===== src/rtl/image_stream_check.sv =====
// image_stream_check
//   Measures the geometry of a video stream framed by i_vs/i_hs and checks that the active
//   pixel data forms an incrementing ramp. Results for each completed frame are registered
//   and announced with a one-cycle o_frame_done pulse.
//
// Ports
//   i_clk          clock, all logic on the rising edge
//   i_rst_n        asynchronous active-low reset
//   i_en           1 = count ramp mismatches; 0 = geometry only
//   i_data         pixel data
//   i_hs           line valid (high during active pixels)
//   i_vs           frame valid (high for the whole frame)
//   o_pix_per_line length of the first line of the last completed frame
//   o_lines        line count of the last completed frame
//   o_err_cnt      ramp mismatches in the last completed frame
//   o_line_err     a line of the last completed frame differed from its first line
//   o_frame_cnt    completed frames since reset (wrapping)
//   o_frame_done   one-cycle pulse while the results above are fresh
module image_stream_check #(
   parameter int unsigned DW = 16,
   parameter int unsigned CW = 16
) (
   input  logic          i_clk,
   input  logic          i_rst_n,
   input  logic          i_en,
   input  logic [DW-1:0] i_data,
   input  logic          i_hs,
   input  logic          i_vs,
   output logic [CW-1:0] o_pix_per_line,
   output logic [CW-1:0] o_lines,
   output logic [CW-1:0] o_err_cnt,
   output logic          o_line_err,
   output logic [CW-1:0] o_frame_cnt,
   output logic          o_frame_done
);

   typedef enum logic [1:0] {S_SYNC, S_IDLE, S_FRAME, S_DONE} state_t;

   localparam logic [CW-1:0] CntMax = '1;

   state_t        state_q, state_d;
   logic          vs_d, hs_d;

   // Working measurement of the frame in progress
   logic [CW-1:0] run_q, run_d;
   logic [CW-1:0] lines_q, lines_d;
   logic [CW-1:0] ref_q, ref_d;
   logic [CW-1:0] err_q, err_d;
   logic          line_err_q, line_err_d;
   logic [DW-1:0] exp_q, exp_d;
   logic          first_q, first_d;   // next active pixel is the first of the frame

   logic vs_rise, vs_fall, hs_fall;
   logic frame_start, frame_end, active, line_close;

   always_comb begin
      vs_rise     = i_vs & ~vs_d;
      vs_fall     = ~i_vs & vs_d;
      hs_fall     = ~i_hs & hs_d;
      frame_start = vs_rise & ((state_q == S_IDLE) | (state_q == S_DONE));
      frame_end   = vs_fall & (state_q == S_FRAME);
      // The vs_rise cycle already belongs to the frame
      active      = i_vs & i_hs & ((state_q == S_FRAME) | frame_start);
      // A line still open when the frame ends is closed by vs_fall
      line_close  = (state_q == S_FRAME) & (hs_fall | (vs_fall & hs_d));
   end

   always_comb begin
      state_d = state_q;
      unique case (state_q)
         S_SYNC:  if (!i_vs) state_d = S_IDLE;
         S_IDLE:  if (vs_rise) state_d = S_FRAME;
         S_FRAME: if (vs_fall) state_d = S_DONE;
         S_DONE:  state_d = vs_rise ? S_FRAME : S_IDLE;
         default: state_d = S_SYNC;
      endcase
   end

   always_comb begin
      run_d      = run_q;
      lines_d    = lines_q;
      ref_d      = ref_q;
      err_d      = err_q;
      line_err_d = line_err_q;
      exp_d      = exp_q;
      first_d    = first_q;

      if (frame_start) begin
         run_d      = '0;
         lines_d    = '0;
         ref_d      = '0;
         err_d      = '0;
         line_err_d = 1'b0;
         first_d    = 1'b1;
      end

      if (active) begin
         if (run_d != CntMax) run_d = run_d + CW'(1);
         if (!first_d) begin
            if (i_en && (i_data != exp_q) && (err_d != CntMax)) err_d = err_d + CW'(1);
         end
         // Always resync to the observed value so one bad pixel costs at most two errors
         exp_d   = i_data + DW'(1);
         first_d = 1'b0;
      end

      // Never coincides with active: hs or vs is low on a closing cycle
      if (line_close) begin
         if (lines_q == '0) begin
            ref_d = run_q;
         end else if (run_q != ref_q) begin
            line_err_d = 1'b1;
         end
         if (lines_d != CntMax) lines_d = lines_d + CW'(1);
         run_d = '0;
      end
   end

   always_ff @(posedge i_clk or negedge i_rst_n) begin
      if (!i_rst_n) begin
         state_q    <= S_SYNC;
         vs_d       <= 1'b0;
         hs_d       <= 1'b0;
         run_q      <= '0;
         lines_q    <= '0;
         ref_q      <= '0;
         err_q      <= '0;
         line_err_q <= 1'b0;
         exp_q      <= '0;
         first_q    <= 1'b0;
      end else begin
         state_q    <= state_d;
         vs_d       <= i_vs;
         hs_d       <= i_hs;
         run_q      <= run_d;
         lines_q    <= lines_d;
         ref_q      <= ref_d;
         err_q      <= err_d;
         line_err_q <= line_err_d;
         exp_q      <= exp_d;
         first_q    <= first_d;
      end
   end

   // Results latch the working values including a line closed on the vs_fall cycle itself
   always_ff @(posedge i_clk or negedge i_rst_n) begin
      if (!i_rst_n) begin
         o_pix_per_line <= '0;
         o_lines        <= '0;
         o_err_cnt      <= '0;
         o_line_err     <= 1'b0;
         o_frame_cnt    <= '0;
      end else if (frame_end) begin
         o_pix_per_line <= ref_d;
         o_lines        <= lines_d;
         o_err_cnt      <= err_d;
         o_line_err     <= line_err_d;
         o_frame_cnt    <= o_frame_cnt + CW'(1);
      end
   end

   assign o_frame_done = (state_q == S_DONE);

endmodule

===== config.mk =====
export PLATFORM = sky130hd
export DESIGN_NAME = image_stream_check
export DESIGN_NICKNAME = d
export VERILOG_FILES = /design/src/rtl/image_stream_check.sv
export SDC_FILE = /design/constraint.sdc
export NUM_CORES = 1
export LEC_CHECK = 0
export ABC_AREA = 0
export BUFFER_PORTS_ARGS = -buffer_cell sky130_fd_sc_hd__buf_2
export CAP_MARGIN = 20
export CORE_ASPECT_RATIO = 1.1
export CORE_MARGIN = 3
export CORE_UTILIZATION = 40
export CTS_CLUSTER_SIZE = 30
export DETAILED_ROUTE_END_ITERATION = 12
export GPL_TIMING_DRIVEN = 0
export SYNTH_ARGS = -nofsm -noshare
export SYNTH_HDL_FRONTEND = slang
export SYNTH_SLANG_ARGS = --single-unit

===== constraint.sdc =====
create_clock -name i_clk -period 6.4 [get_ports i_clk]
set_input_delay 1.28 -clock i_clk [delete_from_list [all_inputs] [get_ports i_clk]]
set_output_delay 1.28 -clock i_clk [all_outputs]
set_load 0.005 [all_outputs]

**Word-level counts from Yosys, hierarchy flattened**

Cells that the tools add are included.

- Bits in registers: 151
- Latch bits: 0
- RAM bits: 0
- Bits in read-only memories: 0
- Memories: 0

- Add/sub/neg operators: 5
- Multipliers: 0
- Divide/modulo/power cells: 0
- Order comparisons: 0
- Equality and inequality tests: 11
- Shifts and indexed selects: 0
- Mux-type cells: 25
- Bitwise gates (word level): 15
- Reduce and logical (&&, ||, !) cells: 5

Operator list:

| operator | count |
|---|---|
| 16-bit 2-to-1 mux | 14 |
| 16-bit by 1-bit adder with 16-bit output, second input constant | 5 |
| 16-bit inequality test, second input constant | 3 |
| 16-bit inequality test | 2 |
| 16-bit zero test | 1 |
| 1-bit AND | 9 |
| 2-bit 2-to-1 mux | 4 |
| 2-bit case mux with 4 select lines | 1 |
| 1-bit 2-to-1 mux | 6 |
| 2-bit inequality test, second input constant | 3 |
| 2-bit equality test, second input constant | 2 |
| 1-bit inverter | 3 |
| 1-bit bitwise OR | 3 |
| 3-bit AND reduction | 1 |
| 2-bit by 1-bit equality test with 1-bit output, second input constant | 1 |
| 1-bit logical AND | 2 |
| 2-bit zero test | 1 |

**Logic depth before layout (Yosys ltp)**

Gate-level depths: netlist of run 1.

- Depth after elaboration: 9
- Depth in mapped cells: 11
- Depth with buffers taken out: 9

**Worst setup path after synthesis of run 1**

Ideal clock, no wire load.

- Kind: input-to-reg
- From: input i_vs
- To: register run_q[13]
- Arrival: 3.525 ns
- Slack: 2.797 ns
- Stages on the path: 11
- Path buffers: 3
- Cells stage by stage: nand3b_1 -> clkbuf_1 -> and2_1 -> ha_1 -> and4_1 -> nand2_1 -> o31ai_1 -> buf_2 -> clkbuf_1 -> o211ai_1 -> a21oi_1

- Cells in the longest elaborated chain, start to end: 7
- Elaborated cells between the ends (all ways): 16
- Those cells by class: 1 x add/sub; 1 x eq/ne; 4 x mux; 10 x bitwise

Ends and longest elaborated chain:

| element | RTL line | text |
|---|---|---|
| start: declaration | 28 | `input logic i_vs,` |
| 1-bit AND | 57 | `vs_rise = i_vs & ~vs_d;` |
| 1-bit AND | 60 | `frame_start = vs_rise & ((state_q == S_IDLE) \| (state_q == S_DONE));` |
| 16-bit 2-to-1 mux | 88 | `if (frame_start) begin` |
| 16-bit by 1-bit adder with 16-bit output or 16-bit inequality test (tied branches) | 98 | `if (run_d != CntMax) run_d = run_d + CW'(1);` |
| 16-bit 2-to-1 mux | 98 |  |
| 16-bit 2-to-1 mux | 97 | `if (active) begin` |
| 16-bit 2-to-1 mux (*) | 108 | `if (line_close) begin` |
| via run_d[13] | 45 | `logic [CW-1:0] run_q, run_d;` |
| end signal: assignment | 135 | `run_q <= run_d;` |
| end: declaration | 45 |  |

Mark *: on every way through the listed nets, which the timed path passes. The rest lies on a longest branch.
A chain may end at the register's enable or synchronous reset.

**Worst setup path after layout of run 1**

Same ends and word-level chain as after synthesis.

==> metrics.md, run 1 <==
| Metric | Value |
|---|---|
| Status | `finished clean` |
| Final HPWL DP | `12900 um` |
| Cell Count Post-Placement | `1064` |
| DRC errors left | `0` |
| Synth async-reset ratio | `100%` |
| CP required | `6.74 ns` |
| Max Clock Skew | `0.00979 ns` |
| Yosys reg bits | `151` |
| Top post-synthesis cells by area | `dfrtp_1 52%, nand2_1 6.9%, xor2_1 6.6%` |
| Largest net degree at the start of global routing | `88` |
| Starting Density | `41.0%` |
| Worst Min Path Start | `o_err_cnt[8]` |
| Yosys warns | `0` |
| Commonest cells post-synth | `151 x dfrtp_1, 135 x nand2_1, 55 x xor2_1, 41 x nor2_1, 30 x nand3_1` |
| GPL Wtd Cong | `0.825` |
| Row cnt | `51` |
| Critical path peak fanout | `10` |
| Yosys cell types | `56` |
| PD cells | `276 nW/um2` |
| Register area | `3780 um2` |
| Initial drt markers | `334` |
| CTS resizes | `0` |
| Core area | `17900 um2` |
| Vias | `5924` |
| Synth Cell Area | `7330 um2` |
| Leakage | `4.09 nW` |
| Number of enable flip-flop cells after synthesis | `0` |
| Total negative slack | `0 ns` |
| Root buf cell | `clkbuf_16` |
| I/O Pins | `87` |
| DR vias/cell | `5.41` |
| Clk buf depth | `2` |
| Max-slew headroom | `44.7%` |
| Post-synthesis sequential area ratio | `51.6%` |
| RR Startpoint | `state_q[0]` |
| Antenna violations before repair | `2` |
| Fraction of layout cells with a size suffix above 1 | `16.9%` |
| Startpoint types | `primary input` |
| Synthesis-to-finish area growth | `18.3%` |
| Synth area leader | `dfrtp_1` |
| Die width | `135 um` |
| Sink Count | `151` |
| Diode count | `0` |
| I/O Buffers | `86` |
| Top-count cell post-synth | `dfrtp_1` |
| Min cycle time layout | `4.40 ns` |
| Clock Pin Slew Worst Setup and Hold Paths | `0.06 ns` |
| MaxCap Viol Count | `0` |
| Worst vdd ir | `0.000189 V` |
| Synth Area per Inst | `9.92 um2` |
| Post-synth top area share | `51.6%` |
| Final net count | `871` |
| Setup Fix Bufs, Post-CTS | `0` |
| CTS tree | `built` |
| Final hold vios | `0` |
| Grt total ovfl | `0` |
| Multi-input logic area | `3380 um2` |
| Slew @ Worst Pin | `0.829 ns` |
| Vias in the first global route | `5767` |
| Post-synth top flop | `dfrtp_1` |
| # hold bufs at CTS | `0` |
| FILL cells | `1737` |
| Setup violators final | `0` |
| Post-route insts no fill | `1095` |
| Setup crit end kind | `flop` |
| Period utilization | `68.8%` |
| Critical Path Start | `i_vs` |
| Syn_nets | `765` |
| Crit path DAT | `4.74 ns` |
| ANT nets after route | `0` |
| Final Max Slew Viols | `0` |
| CTS buffer count | `17` |
| WL per Instance | `16.6 um` |
| RSZ-0062 raised after global routing | `no` |
| First-pass GRT wire length | `30100 um` |
| Cells after Synth | `739` |
| Final WL | `18200 um` |
| Worst-skew pair later-pin latency | `0.43 ns` |
| Critical setup path kind | `in -> reg` |
| H-tree depth | `4` |
| Total GRT Usage | `18.8%` |
| Achievable Freq | `227 MHz` |
| Die area | `20000 um2` |
| Post-layout util | `48.5%` |
| DRT Pass-1 Iters | `5` |
| Hold WC Path Type | `reg -> reg` |
| Die height | `148 um` |
## routing by layer
layer | share of wire, % | vias to the layer above | track usage (%) | wire length [um]
li1 | - | 2862 | - | -
met1 | 47 | 2898 | 25.4 | 8470
met2 | 48 | 135 | 30.4 | 8700
met3 | 4.2 | 25 | 3.57 | 766
met4 | 1.4 | 4 | 6.25 | 251
met5 | 0.12 | - | 0 | 21
## flip-flops by register name, indices dropped and copies added (netlist names)
name            count
err_q              16
exp_q              16
lines_q            16
o_err_cnt          16
o_frame_cnt        16
o_lines            16
o_pix_per_line     16
ref_q              16
run_q              16
state_q             2
first_q             1
hs_d                1
line_err_q          1
o_line_err          1
vs_d                1
## cell families after synthesis
logic type                 synth area share, %
AOI/OAI and AO/OA                         11.3
xor gates and xnor gates                  9.80
adders and majority gates                0.854
buffers and inverters                     2.36
DFF                                       51.6
muxes                                     2.36
and+or+nand+nor                           21.7
## where the power goes
part / internal [mW] / switching (mW) / total (mW)
Clock: 0.591 / 0.383 / 0.974
Combinational: 0.129 / 0.169 / 0.298
Sequential: 1.05 / 0.0690 / 1.12
## placed cells by master, fill, tap and decap left out, types with 6 or more instances in the layout
master / count
a21oi_1: 26
a31oi_1: 17
and2_1: 8
and3_1: 15
and4_1: 10
buf_2: 88
clkbuf_1: 29
clkbuf_16: 17
clkbuf_8: 6
dfrtp_1: 151
mux2_2: 9
nand2_1: 135
nand3_1: 30
nand4_1: 26
nor2_1: 41
nor3_1: 6
nor4_1: 14
o211ai_1: 18
o21ai_0: 28
o31ai_1: 9
or3_1: 6
or4_1: 6
xnor2_1: 27
xor2_1: 55
## final timing paths
check,depth (start not counted),endpoint,slack (ns)
worst min register to register,2,o_err_cnt[8],0.47
min in group asynchronous,1,o_frame_cnt[6],0.95
worst max register to register,11,run_q[13],2.52
worst max-delay path,12,run_q[13],2.00
max in group asynchronous,2,state_q[0],4.64
worst min-delay path,2,o_err_cnt[8],0.47
## metrics by stage
| step | setup slack (ns) | power, mW | instance area [um2] | hold slack (ns) |
|---|---|---|---|---|
| 5_1_grt | 1.65 | 2.52 | 8670 | 0.495 |
| 3_5_place_dp | 1.64 | 1.44 | 8090 | 0.463 |
| 6_report | 2.00 | 2.39 | 8670 | 0.475 |
| 2_1_floorplan | 2.80 | 1.28 | 7330 | 0.461 |
| 4_1_cts | 2.08 | 2.42 | 8670 | 0.475 |
| 3_3_place_gp | 1.59 | 1.43 | 8060 | 0.456 |
## final cells by class
| cell class | count | share of cell area, % |
|---|---|---|
| Sequential cell | 151 | 43.6 |
| Multi-Input combinational cell | 545 | 39.0 |
| Clock buffer | 23 | 5.86 |
| Timing Repair Buffer | 87 | 5.35 |
| Tap cell | 238 | 3.43 |
| Buffer | 38 | 1.78 |
| Clock inverter | 8 | 0.808 |
| Inverter | 5 | 0.216 |
## worst max-delay path, stage by stage
cell and delay, ns:
buf_2 0.13, nand3b_1 0.40, clkbuf_1 0.46, and2_1 0.27, ha_1 0.23, and4_1 0.30
nand2_1 0.12, o31ai_1 0.53, buf_2 0.33, clkbuf_1 0.36, o211ai_1 0.16, a21oi_1 0.17
Note: power is estimated with default switching activity, not from simulation.
==> run 2: changes to the inputs <==
==> constraint.sdc (replaced) <==
create_clock -name i_clk -period 3.6 [get_ports i_clk]
set_input_delay 0.72 -clock i_clk [delete_from_list [all_inputs] [get_ports i_clk]]
set_output_delay 0.72 -clock i_clk [all_outputs]
set_load 0.005 [all_outputs]
==> run 2 against run 1 <==
Critical path depth is 2 lower. Power is 78% higher. Global-route usage hardly changed. Sequential power rose by 78%. Setup slack worse by 1.7 ns. Critical path type is now reg -> reg. Routed wire length down 0.18%. Critical endpoint is now err_q[1].
==> metrics.md, run 2 (synthesis results as in run 1) <==
| Metric | Value |
|---|---|
| PD cells | `488 nW/um2 (+77%)` |
| Worst-skew pair later-pin latency | `0.42 ns (about the same)` |
| Final HPWL DP | `12900 um (unchanged)` |
| Die area | `20000 um2 (unchanged)` |
| Row cnt | `51 (unchanged)` |
| Clock Pin Slew Worst Setup and Hold Paths | `0.06 ns (about the same)` |
| CTS buffer count | `17 (unchanged)` |
| Crit-path most repeated cell | `and3_1` |
| Critical setup path kind | `reg -> reg` |
| Total GRT Usage | `18.8% (about the same)` |
| Sw frac | `25.9% (-0.052 points)` |
| DR vias/cell | `5.38 (-0.46%)` |
| Pre-CTS WS | `-0.599 ns (-2.24 ns)` |
| Synthesis-to-finish area growth | `18.8%` |
| Antenna violations before repair | `2 (unchanged)` |
| Crit-path max cell delay | `0.43 ns (-0.10 ns)` |
| MaxCap Viol Count | `0 (unchanged)` |
| Net Switching | `1.10 mW (+78%)` |
| First-pass GRT wire length | `30100 um (about the same)` |
| RR Startpoint | `vs_d` |
| Sink Count | `151 (unchanged)` |
| Final Max Slew Viols | `0 (unchanged)` |
| DRT Pass-1 Iters | `5 (unchanged)` |
| Setup violators final | `0 (unchanged)` |
| Placed Area | `8090 um2 (unchanged)` |
| Comb pwr share | `12.5% (about the same)` |
| Fraction of layout cells with a size suffix above 1 | `17.8% (+0.85 points)` |
| CTS tree | `built` |
| Worst path cell trace | `nand3b_1, clkbuf_2, clkbuf_1, and2_1, ha_1, and3_1, and3_1, a31oi_2, nand2_1, mux2_1` |
| Leakage | `4.12 nW (+0.65%)` |
| Final net count | `875 (+0.46%)` |
| R2r setup slk | `0.29 ns (-2.23 ns)` |
| Setup crit end kind | `flop` |
| Die height | `148 um (unchanged)` |
| Clk buf depth | `2 (unchanged)` |
| Cell internal pwr | `3.15 mW (+78%)` |
| Root buf cell | `clkbuf_16` |
| Post-layout util | `48.8% (+0.23 points)` |
| WL per Instance | `16.5 um (-0.54%)` |
| Period utilization | `92.0%` |
| I/O Pins | `87 (unchanged)` |
| Final hold vios | `0 (unchanged)` |
| Die width | `135 um (unchanged)` |
| Slowest cell on crit path | `dfrtp_1` |
| CP required | `3.90 ns (-2.84 ns)` |
| Worst vdd ir | `0.000332 V (+76%)` |
| Initial drt markers | `320 (-4.2%)` |
| Slew @ Worst Pin | `0.826 ns (-0.00333 ns)` |
| I/O Buffers | `86 (unchanged)` |
| Diode count | `0 (unchanged)` |
| Grt total ovfl | `0 (unchanged)` |
| H-tree depth | `4 (unchanged)` |
| Critical path peak fanout | `10 (unchanged)` |
| Core area | `17900 um2 (unchanged)` |
| Vias in the first global route | `5760 (-0.12%)` |
| Most frequent cells in the layout | `151 x dfrtp_1, 135 x nand2_1, 88 x buf_2` |
| Sequential power share | `46.8% (about the same)` |
| Most common cell after layout, fill and taps aside | `dfrtp_1` |
| Critical Path Start | `vs_d` |
| Max Clock Skew | `0.0105 ns (+0.000734 ns)` |
| Final design instance area without fill | `8710 um2 (+0.48%)` |
| Crit path DAT | `3.61 ns (-1.13 ns)` |
| ANT nets after route | `0 (unchanged)` |
| Hold WC Path Type | `in -> async` |
| Min cycle time layout | `3.31 ns` |
| # hold bufs at CTS | `0 (unchanged)` |
| Worst setup slack after layout | `0.289 ns (-1.71 ns)` |
| Achievable Freq | `302 MHz` |
| Startpoint types | `flop` |
| Crit-path leading delay family | `simple AND/OR/NAND/NOR gates` |
| Buf/Inv on CP | `2 (-2)` |
| Status | `finished clean` |
| GPL Wtd Cong | `0.825 (unchanged)` |
| DRC errors left | `0 (unchanged)` |
| Clk network pwr share | `40.7% (about the same)` |
| Final WL | `18200 um (-0.18%)` |
| Max-slew headroom | `45.0% (+0.22 points)` |
| Total negative slack | `0 ns (unchanged)` |
| Starting Density | `41.0% (unchanged)` |
| RSZ-0062 raised after global routing | `no` |
| Vias | `5918 (-0.10%)` |
| Largest net degree at the start of global routing | `88 (unchanged)` |
[run 2: changes by cell type in the layout (fill, tap and decap cells not counted)]
cell      previous run  this run
o31ai_1              9         8
clkbuf_2             0         2
o31ai_2              0         1
clkbuf_1            29        26
buf_4                0         5
[run 2: metrics by stage]
| step | hold WS [ns] | std cells | power (mW) |
|---|---|---|---|
| floorplan | 0.424 | 739 | 2.28 |
| global placement | 0.456 | 1063 | 2.55 |
| detailed placement | 0.463 | 1064 | 2.56 |
| CTS | 0.414 | 1095 | 4.30 |
| global route | 0.455 | 1099 | 4.48 |
| finish | 0.391 | 1099 | 4.26 |
[run 2: final timing paths]
check	end	depth (start not counted)
worst max register to register	err_q[1]	10
max in group asynchronous	run_q[3]	2
worst min register to register	o_err_cnt[7]	2
worst min-delay path	o_frame_cnt[6]	1
min in group i_clk	hs_d	1
worst max-delay path	err_q[1]	10
[run 2: timing repair]
item	CTS	global route
endpoints found under the setup margin	11	21
endpoints found under the hold margin	0	0
setup buffers	0	5
pin swaps	1	0
cloned	0	0
resized for setup	2	2
[run 2: area by class of cell]
| cell class | count | area, um2 |
|---|---|---|
| Inverter | 5 | 18.8 |
| Sequential cell | 151 | 3780 |
| Multi-Input combinational cell | 545 | 3380 |
| Clock inverter | 8 | 70.1 |
| Clock buffer | 23 | 508 |
| Buffer | 37 | 153 |
| Tap cell | 238 | 298 |
| Timing Repair Buffer | 92 | 502 |
| Fill cell | 1730 | 9160 |
[run 2: power groups by stage]
| stage | combinational, mW | clock (mW) | sequential (mW) |
|---|---|---|---|
| 2_1_floorplan | 0.274 | 0 | 2.01 |
| 6_report | 0.533 | 1.73 | 1.99 |
| 3_5_place_dp | 0.539 | 0 | 2.02 |
| 4_1_cts | 0.541 | 1.77 | 1.99 |
| 5_1_grt | 0.619 | 1.85 | 2.01 |
| 3_3_place_gp | 0.528 | 0 | 2.02 |
[run 2: per-layer routing]
| layer | track usage (%) | wire length, um |
|---|---|---|
| met1 | 25.4 | 8530 |
| met4 | 6.25 | 205 |
| met2 | 30.4 | 8710 |
| met3 | 3.57 | 711 |
| met5 | 0 | 21 |
==> run 3: changes to the inputs <==
--- a/config.mk
+++ b/config.mk
@@ -6,7 +6,7 @@
 export NUM_CORES = 1
 export LEC_CHECK = 0
 export ABC_AREA = 0
-export BUFFER_PORTS_ARGS = -buffer_cell sky130_fd_sc_hd__buf_2
+export BUFFER_PORTS_ARGS = -buffer_cell sky130_fd_sc_hd__buf_4
 export CAP_MARGIN = 20
 export CORE_ASPECT_RATIO = 1.1
 export CORE_MARGIN = 3
==> run 3 against run 2 <==
Non-clock buffer count fell by 2. Clock skew rose by 0.0044 ns. Setup slack worse by 0.025 ns.
==> metrics.md, run 3 (synthesis results as in run 1) <==
| Metric | Value |
|---|---|
| Worst-skew pair later-pin latency | `0.43 ns (about the same)` |
| Core area | `17900 um2 (unchanged)` |
| DRT Pass-1 Iters | `5 (unchanged)` |
| Startpoint types | `flop` |
| Final HPWL DP | `13000 um (+0.53%)` |
| Final hold vios | `0 (unchanged)` |
| Worst R2R End | `run_q[10]` |
| Die width | `135 um (unchanged)` |
| Cell Count Post-Placement | `1064 (unchanged)` |
| I/O Pins | `87 (unchanged)` |
| Most common cell after layout, fill and taps aside | `dfrtp_1` |
| CTS tree | `built` |
| Achievable Freq | `300 MHz (-0.74%)` |
| Antenna violations before repair | `0 (-2)` |
| Status | `finished clean` |
| Largest net degree at the start of global routing | `80 (-9.1%)` |
| DRC errors left | `0 (unchanged)` |
| I/O Buffers | `86 (unchanged)` |
| ANT nets after route | `0 (unchanged)` |
| WL per Instance | `16.6 um (about the same)` |
| Setup crit end kind | `flop` |
| Hold Worst Slack | `0.326 ns (-0.0650 ns)` |
| Crit path DAT | `3.68 ns (+0.07 ns)` |
| Critical path peak fanout | `10 (unchanged)` |
| GPL Wtd Cong | `0.832 (+0.80%)` |
| Max Clock Skew | `0.0150 ns (+0.00445 ns)` |
| DR vias/cell | `5.34 (-0.86%)` |
| Final WL | `18200 um (about the same)` |
| Worst path cell trace | `nand3b_1, clkbuf_2, and2_1, ha_1, and4_1, nand2_1, o31ai_2, buf_2, clkbuf_1, o21ai_0, a21oi_1` |
| Period utilization | `92.7% (+0.69 points)` |
| Crit-path leading delay family | `buffers and inverters` |
| RR Startpoint | `state_q[0]` |
| Slowest cell on crit path | `dfrtp_1` |
| Slew @ Worst Pin | `0.679 ns (-0.147 ns)` |
| Fraction of layout cells with a size suffix above 1 | `17.6% (-0.21 points)` |
| Die area | `20000 um2 (unchanged)` |
| Worst vdd ir | `0.000299 V (-10%)` |
| Buf/Inv on CP | `3 (+1)` |
| Post-route insts no fill | `1098 (-0.091%)` |
| Most frequent cells in the layout | `151 x dfrtp_1, 135 x nand2_1, 87 x buf_4` |
| Final net count | `873 (-0.23%)` |
| Total power | `4.43 mW (+4.1%)` |
| Hold WC Path Type | `in -> async` |
| Clock Pin Slew Worst Setup and Hold Paths | `0.07 ns (about the same)` |
| Sink Count | `151 (unchanged)` |
| Grt total ovfl | `0 (unchanged)` |
| Cells on worst reg2reg path | `11 (+1)` |
| Leakage | `4.14 nW (+0.37%)` |
| Critical setup path kind | `reg -> reg` |
| CTS buffer count | `17 (unchanged)` |
| Diode count | `0 (unchanged)` |
| Crit-path max cell delay | `0.44 ns (about the same)` |
| Final Max Slew Viols | `0 (unchanged)` |
| FILL cells | `1726 (-0.23%)` |
| Total negative slack | `0 ns (unchanged)` |
| Post-layout util | `50.1% (+1.3 points)` |
| Root buf cell | `clkbuf_16` |
| RSZ-0062 raised after global routing | `no` |
| Total GRT Usage | `18.7% (-0.065 points)` |
| Max-slew headroom | `54.8% (+9.8 points)` |
| Clk buf depth | `2 (unchanged)` |
| Vias | `5862 (-0.95%)` |
| First-pass GRT wire length | `29900 um (-0.60%)` |
| CP required | `3.94 ns (+0.04 ns)` |
| Min cycle time layout | `3.34 ns (+0.0248 ns)` |
| H-tree depth | `4 (unchanged)` |
| Row cnt | `51 (unchanged)` |
| Synthesis-to-finish area growth | `22.0%` |
| MaxCap Viol Count | `0 (unchanged)` |
| Setup violators final | `0 (unchanged)` |
| Multi-input logic area | `3380 um2 (unchanged)` |
| Initial drt markers | `469 (+47%)` |
| R2r setup slk | `0.26 ns (-0.02 ns)` |
| Register area | `3780 um2 (unchanged)` |
| Die height | `148 um (unchanged)` |
| PD cells | `495 nW/um2 (+1.4%)` |
| Vias in the first global route | `5754 (-0.10%)` |
| Starting Density | `41.0% (unchanged)` |
run 3: cell type report:
class | instances | share of cell area (%)
buffer | 38 | 1.75
clock buffer | 20 | 5.22
clock inverter | 12 | 1.68
inverter | 5 | 0.210
multi-input combinational | 545 | 37.8
sequential | 151 | 42.2
tap | 238 | 3.33
timing repair buffer | 89 | 7.74
run 3: per-layer routing:
| metal | global-route usage [%] | share of wire, % | vias up |
|---|---|---|---|
| li1 | - | - | 2862 |
| met1 | 25.5 | 47 | 2868 |
| met2 | 29.8 | 48 | 118 |
| met3 | 4.29 | 4.2 | 14 |
| met4 | 5.75 | 1.3 | 0 |
| met5 | 0 | 0 | - |
run 3: timing repair:
action | CTS | global route
resized for setup | 2 | 2
buffers inserted | 0 | 2
endpoints found under the setup margin | 13 | 21
hold buffers | 0 | 0
gates cloned | 0 | 0
pin swaps | 1 | 0
run 3: how the worst max path moves through the flow:
stage | from | to | slack (ns) | cells after the start
after floorplan | i_vs | run_q[13] | 0.56 | 11
after global placement | i_vs | run_q[5] | -0.66 | 12
after detailed placement | i_vs | run_q[5] | -0.67 | 12
after CTS | vs_d | err_q[1] | 0.02 | 11
after global routing | vs_d | run_q[5] | 0.004 | 11
final | state_q[0] | run_q[10] | 0.26 | 11
run 3: where the power goes:
| part | total (mW) | internal, mW | switching [mW] | leakage (nW) |
|---|---|---|---|---|
| sequential | 2.00 | 1.87 | 0.130 | 2.03 |
| combinational | 0.589 | 0.294 | 0.295 | 1.82 |
| clock | 1.84 | 1.14 | 0.702 | 0.286 |
| total | 4.43 | 3.30 | 1.13 | 4.14 |
run 3: stage by stage:
step	cell area [um2]	setup WS, ns
final	8940	0.264
after global routing	8940	0.00379
after global placement	8270	-0.662
after floorplan	7330	0.557
after CTS	8930	0.0212
after detailed placement	8300	-0.670
